===== src/rtl/shift_add_mult.sv =====
// Sequential unsigned shift-and-add multiplier with a start/busy/done handshake.
// Each RUN cycle adds the shifted multiplicand when the multiplier LSB is set.
// The multiplicand then shifts left and the multiplier shifts right, so a
// WIDTH-bit multiply always takes exactly WIDTH iterations.
module shift_add_mult #(
  parameter int unsigned WIDTH = 8,
  parameter int unsigned CNT_W = 3
) (
  input  logic                 clk,
  input  logic                 rst_n,
  input  logic                 start,
  input  logic [WIDTH-1:0]     multiplicand,
  input  logic [WIDTH-1:0]     multiplier,
  output logic                 busy,
  output logic                 done,
  output logic [2*WIDTH-1:0]   product
);

  localparam int unsigned PW = 2 * WIDTH;

  localparam logic [1:0] S_IDLE = 2'd0;
  localparam logic [1:0] S_RUN  = 2'd1;
  localparam logic [1:0] S_DONE = 2'd2;

  logic [1:0]       state_q, state_d;
  logic [PW-1:0]    a_q, a_d;
  logic [WIDTH-1:0] b_q, b_d;
  logic [PW-1:0]    acc_q, acc_d;
  logic [CNT_W-1:0] cnt_q, cnt_d;
  logic [PW-1:0]    prod_q, prod_d;
  logic             busy_q, busy_d;
  logic             done_q, done_d;
  logic [PW-1:0]    sum_c;

  // Partial-product add for the current iteration; cannot overflow 2*WIDTH bits.
  always_comb begin
    sum_c = acc_q + (b_q[0] ? a_q : '0);
  end

  // Next-state and datapath control.
  always_comb begin
    state_d = state_q;
    a_d     = a_q;
    b_d     = b_q;
    acc_d   = acc_q;
    cnt_d   = cnt_q;
    prod_d  = prod_q;
    busy_d  = 1'b0;
    done_d  = 1'b0;
    case (state_q)
      S_IDLE: begin
        if (start) begin
          a_d     = PW'(multiplicand);
          b_d     = multiplier;
          acc_d   = '0;
          cnt_d   = '0;
          busy_d  = 1'b1;
          state_d = S_RUN;
        end
      end
      S_RUN: begin
        busy_d = 1'b1;
        acc_d  = sum_c;
        a_d    = a_q << 1;
        b_d    = b_q >> 1;
        cnt_d  = cnt_q + CNT_W'(1);
        // Last iteration: the final sum goes straight to the product register.
        if (cnt_q == CNT_W'(WIDTH - 1)) begin
          prod_d  = sum_c;
          busy_d  = 1'b0;
          done_d  = 1'b1;
          state_d = S_DONE;
        end
      end
      S_DONE: begin
        state_d = S_IDLE;
      end
      default: begin
        state_d = S_IDLE;
      end
    endcase
  end

  // State and datapath registers; reset abandons any in-flight operation.
  always_ff @(posedge clk or negedge rst_n) begin
    if (!rst_n) begin
      state_q <= S_IDLE;
      a_q     <= '0;
      b_q     <= '0;
      acc_q   <= '0;
      cnt_q   <= '0;
      prod_q  <= '0;
      busy_q  <= 1'b0;
      done_q  <= 1'b0;
    end else begin
      state_q <= state_d;
      a_q     <= a_d;
      b_q     <= b_d;
      acc_q   <= acc_d;
      cnt_q   <= cnt_d;
      prod_q  <= prod_d;
      busy_q  <= busy_d;
      done_q  <= done_d;
    end
  end

  assign busy    = busy_q;
  assign done    = done_q;
  assign product = prod_q;

endmodule


===== config.mk =====
export PLATFORM = sky130hd
export DESIGN_NAME = shift_add_mult
export DESIGN_NICKNAME = d
export VERILOG_FILES = /design/src/rtl/shift_add_mult.sv
export SDC_FILE = /design/constraint.sdc
export NUM_CORES = 1
export LEC_CHECK = 0
export BUFFER_PORTS_ARGS = -buffer_cell sky130_fd_sc_hd__buf_4
export CAP_MARGIN = 20
export CELL_PAD_IN_SITES_DETAIL_PLACEMENT = 0
export CELL_PAD_IN_SITES_GLOBAL_PLACEMENT = 1
export CORE_UTILIZATION = 49
export DETAILED_ROUTE_END_ITERATION = 16
export PLACE_DENSITY_LB_ADDON = 0.1
export SYNTH_ARGS = -nofsm -noshare
export SYNTH_HDL_FRONTEND = slang
export SYNTH_SLANG_ARGS = --single-unit

===== constraint.sdc =====
create_clock -name clk -period 3.8 [get_ports clk]
set_input_delay 0.38 -clock clk [delete_from_list [all_inputs] [get_ports clk]]
set_output_delay 0.38 -clock clk [all_outputs]
set_load 0.005 [all_outputs]

==> results.md <==
- Dividing the detail-routed wire length by the instance count gives ~15 um.
- The maximum buffer depth of the clock tree is 2.
- OpenSTA, run right after detailed placement, puts the worst setup slack at just over 0.9 ns.
- The worst-case IR drop observed on VDD is 0.0004241 V.
- The synthesis-to-finish area growth is 17.93%.
- The number of top-level pins is 37.
- The post-synth net total is 349.
- The maximum clock frequency is between 0.3 and 0.4 GHz.
- Summed over all layers, the global routing overflow is 0.
- At the pin with the least slew margin, the transition time is around 0.80 ns.
- The simple-gate share of the synthesized area is a little over an eighth.
- The number of filler cells placed in the layout is 533.
- The share of total power in sequential cells is 37.7%.
- The switching power total is about 1100 uW.
- The count of final hold-check violations is 0.
- The number of max-cap violations is 0.
- The all-layer global routing usage is 21.64%.
- In this run the post-CTS setup repair buffer count came out at 0.
- The reported leakage power is about 0.0018 uW.
- The count of nets after finishing is 386.
- The number of antenna cells inserted is 0.
- Leaving out filler cells and counting taps, the final layout contains ~430.
- The library cell used most frequently in the layout, excluding fill and tap cells, is sky130_fd_sc_hd__dfrtp_1.
- The number of pins with negative max-slew slack in the final report came to 0.
- The first-pass iteration count of the detailed router is 4.
- The clock power share is approximately a fifth.
- The post-synthesis sequential element count is 63.
- Ranked by total cell area, the synthesized netlist is headed by sky130_fd_sc_hd__dfrtp_1 49%, sky130_fd_sc_hd__o21ai_0 7.0%, sky130_fd_sc_hd__ha_1 6.7%, sky130_fd_sc_hd__nand2_1 6.0%, sky130_fd_sc_hd__mux2i_1 4.4%.
- For this block, the routed nets add up to 6488 um of wire.
- The start point of the critical path is b_q[0].
- The combinational family with the most area after synthesis is compound AO/OA/AOI/OAI gates.
- In the layout the commonest cells are 63 x sky130_fd_sc_hd__dfrtp_1, 51 x sky130_fd_sc_hd__nand2_1, 45 x sky130_fd_sc_hd__o21ai_0.
- The total area of multi-input combinational cells is approximately 0.0016 mm2.
- The total number of yosys warnings is 0.
- The maximum fanout along the worst path is 17.
- The critical path goes through and2_1, ha_1, fa_1, a21o_1, a221oi_2, nor3_2, o41ai_2, xor2_1, o21ai_0.
- The floorplan step set the die height to roughly 83 um.
- The initial utilization of the core area, before any placement, comes to between 50% and 60%.
- The post-synthesis xor/xnor area fraction is approximately 3.6%.
- The setup TNS after final layout is 0 ns.
- In this run switching power makes up between 30% and 40% of total power.
- The cell area that synthesis handed to floorplanning was 0.003197 mm2.
- The tree is rooted in a sky130_fd_sc_hd__clkbuf_8.
- Setup repair after global routing left no endpoint under its margin.
- The number of cells in the design after placement is a little over 400.
- From left edge to right edge, the die measures between 80 and 90 um.
- The data arrival time at the worst-slack endpoint is approximately 3 ns.
- The register area is between 0.0015 and 0.002 mm2.
- The total clock buffers created by CTS is 9.
- The clock transition at the registers of the reported paths is approximately 0.070 ns.
- The largest incremental delay on the critical path is approximately 0.52 ns.
- The largest total area in the synthesized netlist belongs to sky130_fd_sc_hd__dfrtp_1.
- For this run, asynchronously set or reset flops after synthesis account for between 90% and 100%.
- The classification of the worst-slack hold path is primary input to asynchronous set/reset pin.
- Once placement finished, the instance area stood at between 0.003 and 0.004 mm2.
- The share of total power dissipated in combinational logic is ~43%.
- The floorplan step defined a core boundary enclosing roughly 0.0063 mm2.
- The number of cells upsized or downsized after cts is 0.
- The cell count after synthesis is 312.
- In this run the critical register-to-register path is launched from b_q[0].
- Counting flops with a built-in enable in the synthesized netlist gives 0.
- The worst clock skew is 0.01036 ns.
- The detailed router finished its first iteration with 110 violations.
- The worst-case setup margin in the final layout is between 0.9 and 1 ns.
- The site row count is 29.
- The first-pass GRT wire length is 10870 um.
- The power density over the cells is between 800 and 900 mW/mm2.
- After routing the design area is ~0.0038 mm2.
- The setup-violating endpoint count in the final report is 0.
- Dividing the detail-routed via count by the number of cells gives ~5.4.
- The post-route DRC violation count is 0.
- The number of antenna violations at the first check in global routing was 0.
- The synthesized-area fraction occupied by adder cells is around 7.3%.
- Measured against its own limit, the worst slew margin works out to between 40% and 50%.
- The minimum hold slack is approximately 0.12 ns.
- The flow ran to the end, and the final reports show no timing, DRC or antenna violations.
- The HPWL after detailed placement is 4528 um.
- Dividing the synthesized area by the synthesized cell count gives between 10 and 15 um2.
- Yosys mapped the design onto 40 distinct sky130hd cell types.
- The die outline area is just under 0.007 mm2.
- Entering global routing, the biggest net connects 64 pins.
- The internal power summed over all cells is between 1500 and 2000 uW.
- The overall via count from detail_route is about 2300.
- The total number of H-tree levels is 3.
- The later-pin clock latency in the skew report is approximately 0.33 ns.
- The number of clock sinks is 63.
- The kind of capture point of the worst setup path is a flip-flop.
- The worst setup path is launched from a flip-flop.
- The portion of netlist area occupied by mux cells is 5.440%.
- For this run, the leading register cell type out of synthesis is sky130_fd_sc_hd__dfrtp_1.
- The via count of the first global-routing pass is between 2000 and 2500.
- The number of input and output port buffers inserted is 36.
- The synthesized-area fraction occupied by ao, oa, aoi and oai cells is a little under a fifth.
- The slowest cell on the critical path is sky130_fd_sc_hd__dfrtp_1.
- At the end of routability-driven placement, the weighted congestion stood at roughly 0.84.
- The area fraction of the dominant cell type after synthesis is 49.32%.
- The post-detailed-route count of antenna-violating nets is 0.
- The fraction of the cycle the final worst path needs is between 70% and 80%.
- The class of the most critical setup path is flip-flop to flip-flop.
- The data required time of the critical path is roughly 4.0 ns.
- Cells with a size suffix above 1 make up about a fifth of the layout.
- In this run, post-CTS hold repair placed 0 buffers.
- Sequential elements use around 49% of the synthesized area.
- TritonCTS built the clock tree.
- The smallest clock period supported by the final layout is computed as 2.859 ns.
==> through the flow <==
step           power, uW  util, %
3_5_place_dp        2472    56.14
6_report            3064    59.71
5_1_grt             3340    59.71
2_1_floorplan       2044        -
3_3_place_gp        2439    56.14
4_1_cts             3090    59.47
==> critical path, delay by kind of cell (launching register included) <==
| family | cells | cell delay (ns) |
|---|---|---|
| simple gates | 2 | 0.32 |
| fa+ha+maj | 2 | 0.62 |
| compound gates | 4 | 1.07 |
| flops | 1 | 0.52 |
| xor+xnor | 1 | 0.20 |
==> cells by family after synthesis <==
family,after synthesis
compound gates,92
xor+xnor,13
fa+ha+maj,18
buf+inv,18
flops,63
mux,17
simple gates,91
==> layer usage <==
layer	vias to the layer above	wire length, um	global-route usage (%)
met5	-	0	0
met4	0	76	7.241
met3	8	236	4.809
met2	49	2865	32.05
met1	1100	3310	31.15
li1	1175	-	-
==> final cells by class <==
class,count,area share [%]
clock buffer,14,4.580
clock inverter,2,0.9957
inverter,3,0.2987
multi-input combinational,231,41.39
sequential,63,41.82
tap,77,2.556
timing repair buffer,41,8.364
==> synth_stat cells, drive strengths merged, types with 3 or more instances <==
master and instances:
a21o 5, a21oi 12, a22o 13, and2 18, buf 4, clkbuf 11
dfrtp 63, ha 17, inv 3, mux2 3, mux2i 14, nand2 51
nand4 3, nor2 9, nor2b 3, o21ai 47, xnor2 6, xor2 7
==> power by group through the flow <==
stage	Sequential, uW	Clock, uW	Combinational (uW)
after floorplan	1110	0	935
after global placement	1160	0	1270
after detailed placement	1170	0	1310
after CTS	1160	623	1310
after global routing	1200	653	1490
final	1160	606	1300
==> state kept, by name, indices dropped and copies added (netlist names) <==
name     flops
busy         1
cnt_q        3
done         1
a_q         16
acc_q       16
b_q          8
product     16
state_q      2
==> path summary, 6_finish.rpt <==
path                                    end  slack (ns)  cells past startpoint
worst min register to register   product[6]        0.48                      2
max in group asynchronous        product[6]        3.14                      1
min in group clk                     a_q[0]        0.29                      2
worst max-delay path            product[14]        0.94                      9
worst min-delay path                 a_q[5]        0.12                      1
worst max register to register  product[14]        0.94                      9
(Power assumes the default switching activity.)
